===== config.mk =====
export PLATFORM = sky130hd
export DESIGN_NAME = hex_page_scheduler
export DESIGN_NICKNAME = d
export VERILOG_FILES = /design/src/rtl/hex_page_scheduler_pkg.sv /design/src/rtl/hex_decoder.sv /design/src/rtl/hex_page_scheduler_step_sync.sv /design/src/rtl/hex_page_scheduler.sv
export SDC_FILE = /design/constraint.sdc
export NUM_CORES = 1
export LEC_CHECK = 0
export CAP_MARGIN = 15
export CORE_MARGIN = 2
export CORE_UTILIZATION = 28
export CTS_CLUSTER_SIZE = 10
export DETAILED_ROUTE_END_ITERATION = 8
export GPL_TIMING_DRIVEN = 0
export PLACE_DENSITY = 0.62
export SLEW_MARGIN = 20
export SYNTH_ARGS = -nofsm -noshare
export SYNTH_HDL_FRONTEND = slang
export SYNTH_SLANG_ARGS = --single-unit

===== constraint.sdc =====
create_clock -name clock -period 5.3 [get_ports clock]
set_clock_uncertainty 0.2 [all_clocks]
set_input_delay 1.06 -clock clock [delete_from_list [all_inputs] [get_ports clock]]
set_output_delay 1.06 -clock clock [all_outputs]
set_load 0.02 [all_outputs]

===== src/rtl/hex_page_scheduler_pkg.sv =====
// hex_page_scheduler_pkg
// Shared constants for the HEX page scheduler slice: FSM state encodings
// and the segment pattern for the digit "0".
// Ports: none (package).

package hex_page_scheduler_pkg;

  // Scheduler FSM states; 2'd3 is unused and recovers to ST_AUTO.
  localparam logic [1:0] ST_AUTO   = 2'd0;
  localparam logic [1:0] ST_MANUAL = 2'd1;
  localparam logic [1:0] ST_FROZEN = 2'd2;

  // Active-low segments {g,f,e,d,c,b,a} showing "0".
  localparam logic [6:0] SEG_ZERO = 7'b1000000;

endpackage


===== src/rtl/hex_decoder.sv =====
// hex_decoder
// Shared 4-bit to 7-segment decoder for the DE1/DE2 HEX displays.
// Segments are active-low, bit order {g,f,e,d,c,b,a}.
// Ports:
//   hex_digit  in  4  nibble to display
//   segments   out 7  active-low segment drive

module hex_decoder
  import hex_page_scheduler_pkg::*;
(
  input  logic [3:0] hex_digit,
  output logic [6:0] segments
);

  always_comb begin
    segments = SEG_ZERO;
    case (hex_digit)
      4'h0: segments = SEG_ZERO;
      4'h1: segments = 7'b1111001;
      4'h2: segments = 7'b0100100;
      4'h3: segments = 7'b0110000;
      4'h4: segments = 7'b0011001;
      4'h5: segments = 7'b0010010;
      4'h6: segments = 7'b0000010;
      4'h7: segments = 7'b1111000;
      4'h8: segments = 7'b0000000;
      4'h9: segments = 7'b0010000;
      4'hA: segments = 7'b0001000;
      4'hB: segments = 7'b0000011;
      4'hC: segments = 7'b1000110;
      4'hD: segments = 7'b0100001;
      4'hE: segments = 7'b0000110;
      4'hF: segments = 7'b0001110;
      default: segments = SEG_ZERO;
    endcase
  end

endmodule


===== src/rtl/hex_page_scheduler_step_sync.sv =====
// hex_page_scheduler_step_sync
// Brings the raw active-low push-button into the clock domain through two
// flops, then emits a single-cycle pulse on each press (falling edge).
// Ports:
//   clock       in  1  system clock
//   reset       in  1  asynchronous active-low reset
//   step_n      in  1  raw active-low button, asynchronous to clock
//   step_pulse  out 1  one-cycle pulse per press

module hex_page_scheduler_step_sync (
  input  logic clock,
  input  logic reset,
  input  logic step_n,
  output logic step_pulse
);

  logic s1, s2, s3;

  // All three flops reset to the idle (released) level, so coming out of
  // reset with the button up can never look like a press.
  always_ff @(posedge clock or negedge reset) begin
    if (!reset) begin
      s1 <= 1'b1;
      s2 <= 1'b1;
      s3 <= 1'b1;
    end else begin
      s1 <= step_n;
      s2 <= s1;
      s3 <= s2;
    end
  end

  // High only on the cycle where the synchronized level has just dropped.
  assign step_pulse = s3 & ~s2;

endmodule


===== src/rtl/hex_page_scheduler.sv =====
// hex_page_scheduler
// Time-multiplexes NUM_PAGES 16-bit debug words onto four HEX data digits
// plus a page-index digit. Pages rotate after DWELL cycles in auto mode,
// step on each button press, and can be frozen on the current snapshot.
// Ports:
//   clock      in  1               system clock, rising edge
//   reset      in  1               asynchronous active-low reset
//   page_data  in  16*NUM_PAGES    packed pages, page p at [16p+15:16p]
//   auto_en    in  1               1 = auto-rotate, 0 = manual stepping
//   freeze     in  1               1 = hold displayed snapshot and page
//   step_n     in  1               raw active-low push-button
//   page_sel   out 4               index of the current page
//   hex3..hex0 out 7 each          segments for display nibbles [15:12]..[3:0]
//   hex_page   out 7               segments for page_sel

module hex_page_scheduler
  import hex_page_scheduler_pkg::*;
#(
  parameter int NUM_PAGES = 4,
  parameter int DWELL     = 50000000,
  parameter int DWELL_W   = 26
) (
  input  logic                    clock,
  input  logic                    reset,
  input  logic [16*NUM_PAGES-1:0] page_data,
  input  logic                    auto_en,
  input  logic                    freeze,
  input  logic                    step_n,
  output logic [3:0]              page_sel,
  output logic [6:0]              hex3,
  output logic [6:0]              hex2,
  output logic [6:0]              hex1,
  output logic [6:0]              hex0,
  output logic [6:0]              hex_page
);

  localparam logic [DWELL_W-1:0] DWELL_LAST = DWELL_W'(DWELL - 1);
  localparam logic [3:0]         PAGE_LAST  = 4'(NUM_PAGES - 1);

  logic [1:0]         state;
  logic [DWELL_W-1:0] dwell_cnt;
  logic [15:0]        display_q;
  logic [15:0]        page_word;
  logic [3:0]         next_page;
  logic               step_pulse;

  hex_page_scheduler_step_sync u_step_sync (
    .clock      (clock),
    .reset      (reset),
    .step_n     (step_n),
    .step_pulse (step_pulse)
  );

  // Explicit wrap so non-power-of-two page counts never reach an empty page.
  assign next_page = (page_sel == PAGE_LAST) ? 4'd0 : page_sel + 4'd1;

  // Select the current page word from the packed bus.
  always_comb begin
    page_word = 16'h0000;
    for (int p = 0; p < NUM_PAGES; p++) begin
      if (page_sel == 4'(p)) page_word = page_data[16*p +: 16];
    end
  end

  // Scheduler FSM. Freeze outranks mode changes, which outrank step/dwell;
  // a step seen while frozen or on the unfreeze edge is dropped.
  always_ff @(posedge clock or negedge reset) begin
    if (!reset) begin
      state     <= ST_AUTO;
      page_sel  <= 4'd0;
      dwell_cnt <= '0;
    end else if (freeze) begin
      state <= ST_FROZEN;
    end else begin
      case (state)
        ST_FROZEN: begin
          state     <= auto_en ? ST_AUTO : ST_MANUAL;
          dwell_cnt <= '0;
        end
        ST_MANUAL: begin
          dwell_cnt <= '0;
          if (auto_en) begin
            state <= ST_AUTO;
          end else if (step_pulse) begin
            page_sel <= next_page;
          end
        end
        default: begin
          state <= ST_AUTO;
          if (!auto_en) begin
            state     <= ST_MANUAL;
            dwell_cnt <= '0;
          end else if (step_pulse || dwell_cnt == DWELL_LAST) begin
            page_sel  <= next_page;
            dwell_cnt <= '0;
          end else begin
            dwell_cnt <= dwell_cnt + DWELL_W'(1);
          end
        end
      endcase
    end
  end

  // Snapshot register: follows the selected page one cycle late and holds
  // whenever freeze is asserted, so page_data edits stay hidden until release.
  always_ff @(posedge clock or negedge reset) begin
    if (!reset) begin
      display_q <= 16'h0000;
    end else if (!freeze) begin
      display_q <= page_word;
    end
  end

  hex_decoder u_dec3 (.hex_digit(display_q[15:12]), .segments(hex3));
  hex_decoder u_dec2 (.hex_digit(display_q[11:8]),  .segments(hex2));
  hex_decoder u_dec1 (.hex_digit(display_q[7:4]),   .segments(hex1));
  hex_decoder u_dec0 (.hex_digit(display_q[3:0]),   .segments(hex0));
  hex_decoder u_decp (.hex_digit(page_sel),         .segments(hex_page));

endmodule


==> metrics.md <==
| Metric | Value |
|---|---|
| Die Footprint | `0.0161 sq mm` |
| Required time of the critical path | `4.04 ns` |
| Overall routed net length | `13,300 microns` |
| Final worst-path setup slack | `approximately 1.2 ns` |
| Total of buffers placed on input and output ports | `106` |
| Global-route wire length before repair | `21,600 microns` |
| Clk_lat worst skew | `0.29 ns` |
| Iteration-0 DRC count of the detailed router | `257` |
| H-Tree Level Count | `2` |
| Site row count | `44` |
| GR peak layer | `met2` |
| Primary FF master, synth | `sky130_fd_sc_hd__dfrtp_1` |
| Most numerous cell in the Yosys netlist | `sky130_fd_sc_hd__dfrtp_1` |
| Worst Path Arrival | `2.82 ns` |
| Status | `finished clean` |
| Syn nets | `591` |
| Die height | `about 130 microns` |
| Pwr Density | `379 mW/mm^2` |
| Initial antenna violation count | `0` |
| Final cycle utilization of the critical path | `about three quarters` |
| Met2 usage in global routing | `28.4%` |
| Path type of the worst setup path | `flop to primary output` |
| Fmax achieved | `0.245 GHz` |
| Number of gates resized after CTS | `0` |
| Worst slew slack as a fraction of its limit | `35.7%` |
| Ratio of routed vias to standard cells | `roughly 5.4` |
| Met1 routing resource usage after global routing | `roughly 21%` |
| Clk slew on worst S/H paths | `0.07 ns` |
| Final setup TNS | `0 ns` |
| DRC Markers | `0` |
| Post-route minimum period | `around 4.1 ns` |
| Largest net degree at the start of global routing | `52` |
| Static leakage | `2.19 nW` |
| Post-synth cell types | `54` |
| Post CTS Setup Buffer Count | `0` |
| Post-synth ARST share | `100%` |
| Number of buffers on the longest clock path | `2` |
| Placeable core region | `0.0146 sq mm` |
| Post-CTS Hold Fix Bufs | `0` |
| Setup repair after global routing missed its margin | `no` |
| Final Hold Violating Endpoints | `0` |
| Capturing element type of the critical path | `primary output` |
| Die width | `127 microns` |
| Number of pins exceeding their max-slew limit in the final report | `0` |
| Post-Synthesis Mean Instance Area | `8.62 sq um` |
| Final setup vio count | `0` |
| Vias in the first global route | `4,195` |
| First-pass iteration count of the detailed router | `6` |
| Netlist Area Pre-Place | `0.00422 sq mm` |
| Vias | `4,282` |
| Crit path launch type | `flop` |
| Effective utilization at floorplan | `between 20% and 30%` |
| Area leader, netlist | `sky130_fd_sc_hd__dfrtp_1` |
| Net count, final | `a little over 700` |
| Maximum fanout along the worst path | `10` |
| TritonCTS clock tree | `yes` |
| Tightest Pin Transition | `0.956 ns` |
| Post-detail-place hpwl | `a little over 10,000 microns` |
| Final weighted congestion in routability-driven placement | `0.871` |
| Total routing resource utilization after global routing | `16.5%` |
| Worst slack after detailed placement | `1.51 ns` |
| Maximum Capacitance Violations | `0` |
| Cell types with the largest area share after synthesis | `sky130_fd_sc_hd__dfrtp_1 28%, sky130_fd_sc_hd__ha_1 9.8%, sky130_fd_sc_hd__a211oi_1 4.6%` |
| Number of synthesized register bits | `between 50 and 60` |
| Area delta synth->final | `34.7%` |
| Number of buffers inserted during clock tree synthesis | `5` |
| Peak supply drop | `0.167 mV` |
| Fraction of met3 tracks used by global routing | `3.12%` |
| Yosys Warn Count | `0` |
| Area share of the largest cell type after synthesis | `28.5%` |
| Sequential element share of the synthesized area | `between 30% and 40%` |
| Instance count of the mapped netlist | `just under 500` |
| Aggregate global routing overflow | `0` |
| CTS Root Cell | `sky130_fd_sc_hd__clkbuf_16` |
| Type of the most critical hold path | `flop to flop` |
| Remaining number of nets flagged by the antenna check after routing | `0` |
| Average wire per cell in the routed design | `around 17 microns` |
| Share of post-route cells with drive strength above 1 | `under 10%` |
| Number of synthesized flops with an enable pin | `0` |
| Number of clock sinks | `51` |
| Ant diodes | `0` |
| Leading post-synthesis cells by instance count | `48 x sky130_fd_sc_hd__dfrtp_1, 40 x sky130_fd_sc_hd__nor2_1, 33 x sky130_fd_sc_hd__ha_1, 28 x sky130_fd_sc_hd__a31oi_1` |
| I/O Pins | `108` |
==> sequential cells by signal, summed over array words and instances (netlist names) <==
register,count
dwell_cnt,26
display_q,16
page_sel,4
state,2
u_step_sync.s1,1
u_step_sync.s2,1
u_step_sync.s3,1
==> kinds of logic after synthesis <==
family | count (synthesis) | synth area share (%)
xor gates and xnor gates | 2 | 0.416
and+or+nand+nor | 161 | 21.6
AOI/OAI and AO/OA | 156 | 24.5
muxes | 26 | 7.72
DFF | 51 | 30.4
buffers and inverters | 60 | 5.58
adders and majority gates | 33 | 9.80
==> layout by cell type (no fill, tap or decap), types with 4 or more instances in the layout <==
cell type / n
sky130_fd_sc_hd__o31ai_1: 4
sky130_fd_sc_hd__clkbuf_1: 24
sky130_fd_sc_hd__nand3_1: 27
sky130_fd_sc_hd__nand2b_1: 4
sky130_fd_sc_hd__ha_1: 33
sky130_fd_sc_hd__dfrtp_1: 48
sky130_fd_sc_hd__a22oi_1: 16
sky130_fd_sc_hd__nand2_1: 24
sky130_fd_sc_hd__nor2b_1: 10
sky130_fd_sc_hd__mux2i_1: 19
sky130_fd_sc_hd__o211ai_1: 7
sky130_fd_sc_hd__mux4_2: 5
sky130_fd_sc_hd__o21ai_0: 23
sky130_fd_sc_hd__nand4_1: 7
sky130_fd_sc_hd__o22ai_1: 5
sky130_fd_sc_hd__or3_1: 5
sky130_fd_sc_hd__a22o_1: 8
sky130_fd_sc_hd__a211oi_1: 26
sky130_fd_sc_hd__clkdlybuf4s50_1: 105
sky130_fd_sc_hd__a21oi_1: 27
sky130_fd_sc_hd__nor2_1: 40
sky130_fd_sc_hd__and2_1: 6
sky130_fd_sc_hd__a31oi_1: 28
sky130_fd_sc_hd__clkbuf_16: 5
sky130_fd_sc_hd__nor3_1: 4
sky130_fd_sc_hd__inv_1: 24
sky130_fd_sc_hd__nand3b_1: 8
sky130_fd_sc_hd__and3_1: 5
sky130_fd_sc_hd__buf_2: 8
==> worst max-delay path, stage by stage, from the launching register on <==
cell and delay, ns:
sky130_fd_sc_hd__dfrtp_1 0.46, sky130_fd_sc_hd__inv_1 0.18, sky130_fd_sc_hd__ha_1 0.19, sky130_fd_sc_hd__or3b_2 0.44, sky130_fd_sc_hd__clkbuf_1 0.19, sky130_fd_sc_hd__clkbuf_1 0.28, sky130_fd_sc_hd__o21ai_0 0.15, sky130_fd_sc_hd__clkdlybuf4s50_1 0.64
==> through the flow <==
step / cell area [sq um] / hold slack (ns) / cells / total power [mW] / utilization (%)
after floorplan: 4220 / 0.145 / 489 / 1.25 / -
after global placement: 5510 / 0.146 / 779 / 1.75 / 37.6
after detailed placement: 5500 / 0.147 / 779 / 1.78 / 37.6
after CTS: 5680 / 0.157 / 787 / 2.17 / 38.8
after global routing: 5680 / 0.163 / 787 / 2.29 / 38.8
final: 5680 / 0.156 / 787 / 2.15 / 38.8
==> layout make-up <==
type,instances,area [sq um]
fill,1451,8970
multi-input combinational,378,2700
sequential,51,1280
timing repair buffer,106,1060
tap,184,230
clock buffer,6,139
buffer,34,138
inverter,26,97.6
clock inverter,2,35.0
==> power by group <==
part	switching, mW	leakage [nW]	total, mW	internal [mW]
Sequential	0.0645	0.672	0.502	0.437
Clock	0.146	0.0868	0.381	0.235
Combinational	0.672	1.43	1.27	0.596
==> final timing paths <==
kind / from / endpoint / slack [ns] / cells after the start
min: u_step_sync.s1 / u_step_sync.s2 / 0.16 / 0
max reg2reg: page_sel[1] / display_q[2] / 2.50 / 8
max in group asynchronous: reset / display_q[2] / 3.84 / 1
min reg2reg: u_step_sync.s1 / u_step_sync.s2 / 0.16 / 0
max: page_sel[0] / hex_page[2] / 1.22 / 7
min in group asynchronous: reset / page_sel[0] / 0.60 / 1
==> routing by layer <==
metal,share of wire (%),up-vias
met5,0,-
met2,49,127
li1,-,2050
met3,4.8,14
met4,1.7,0
met1,45,2091
No activity file was read; power rests on OpenSTA's default activity.
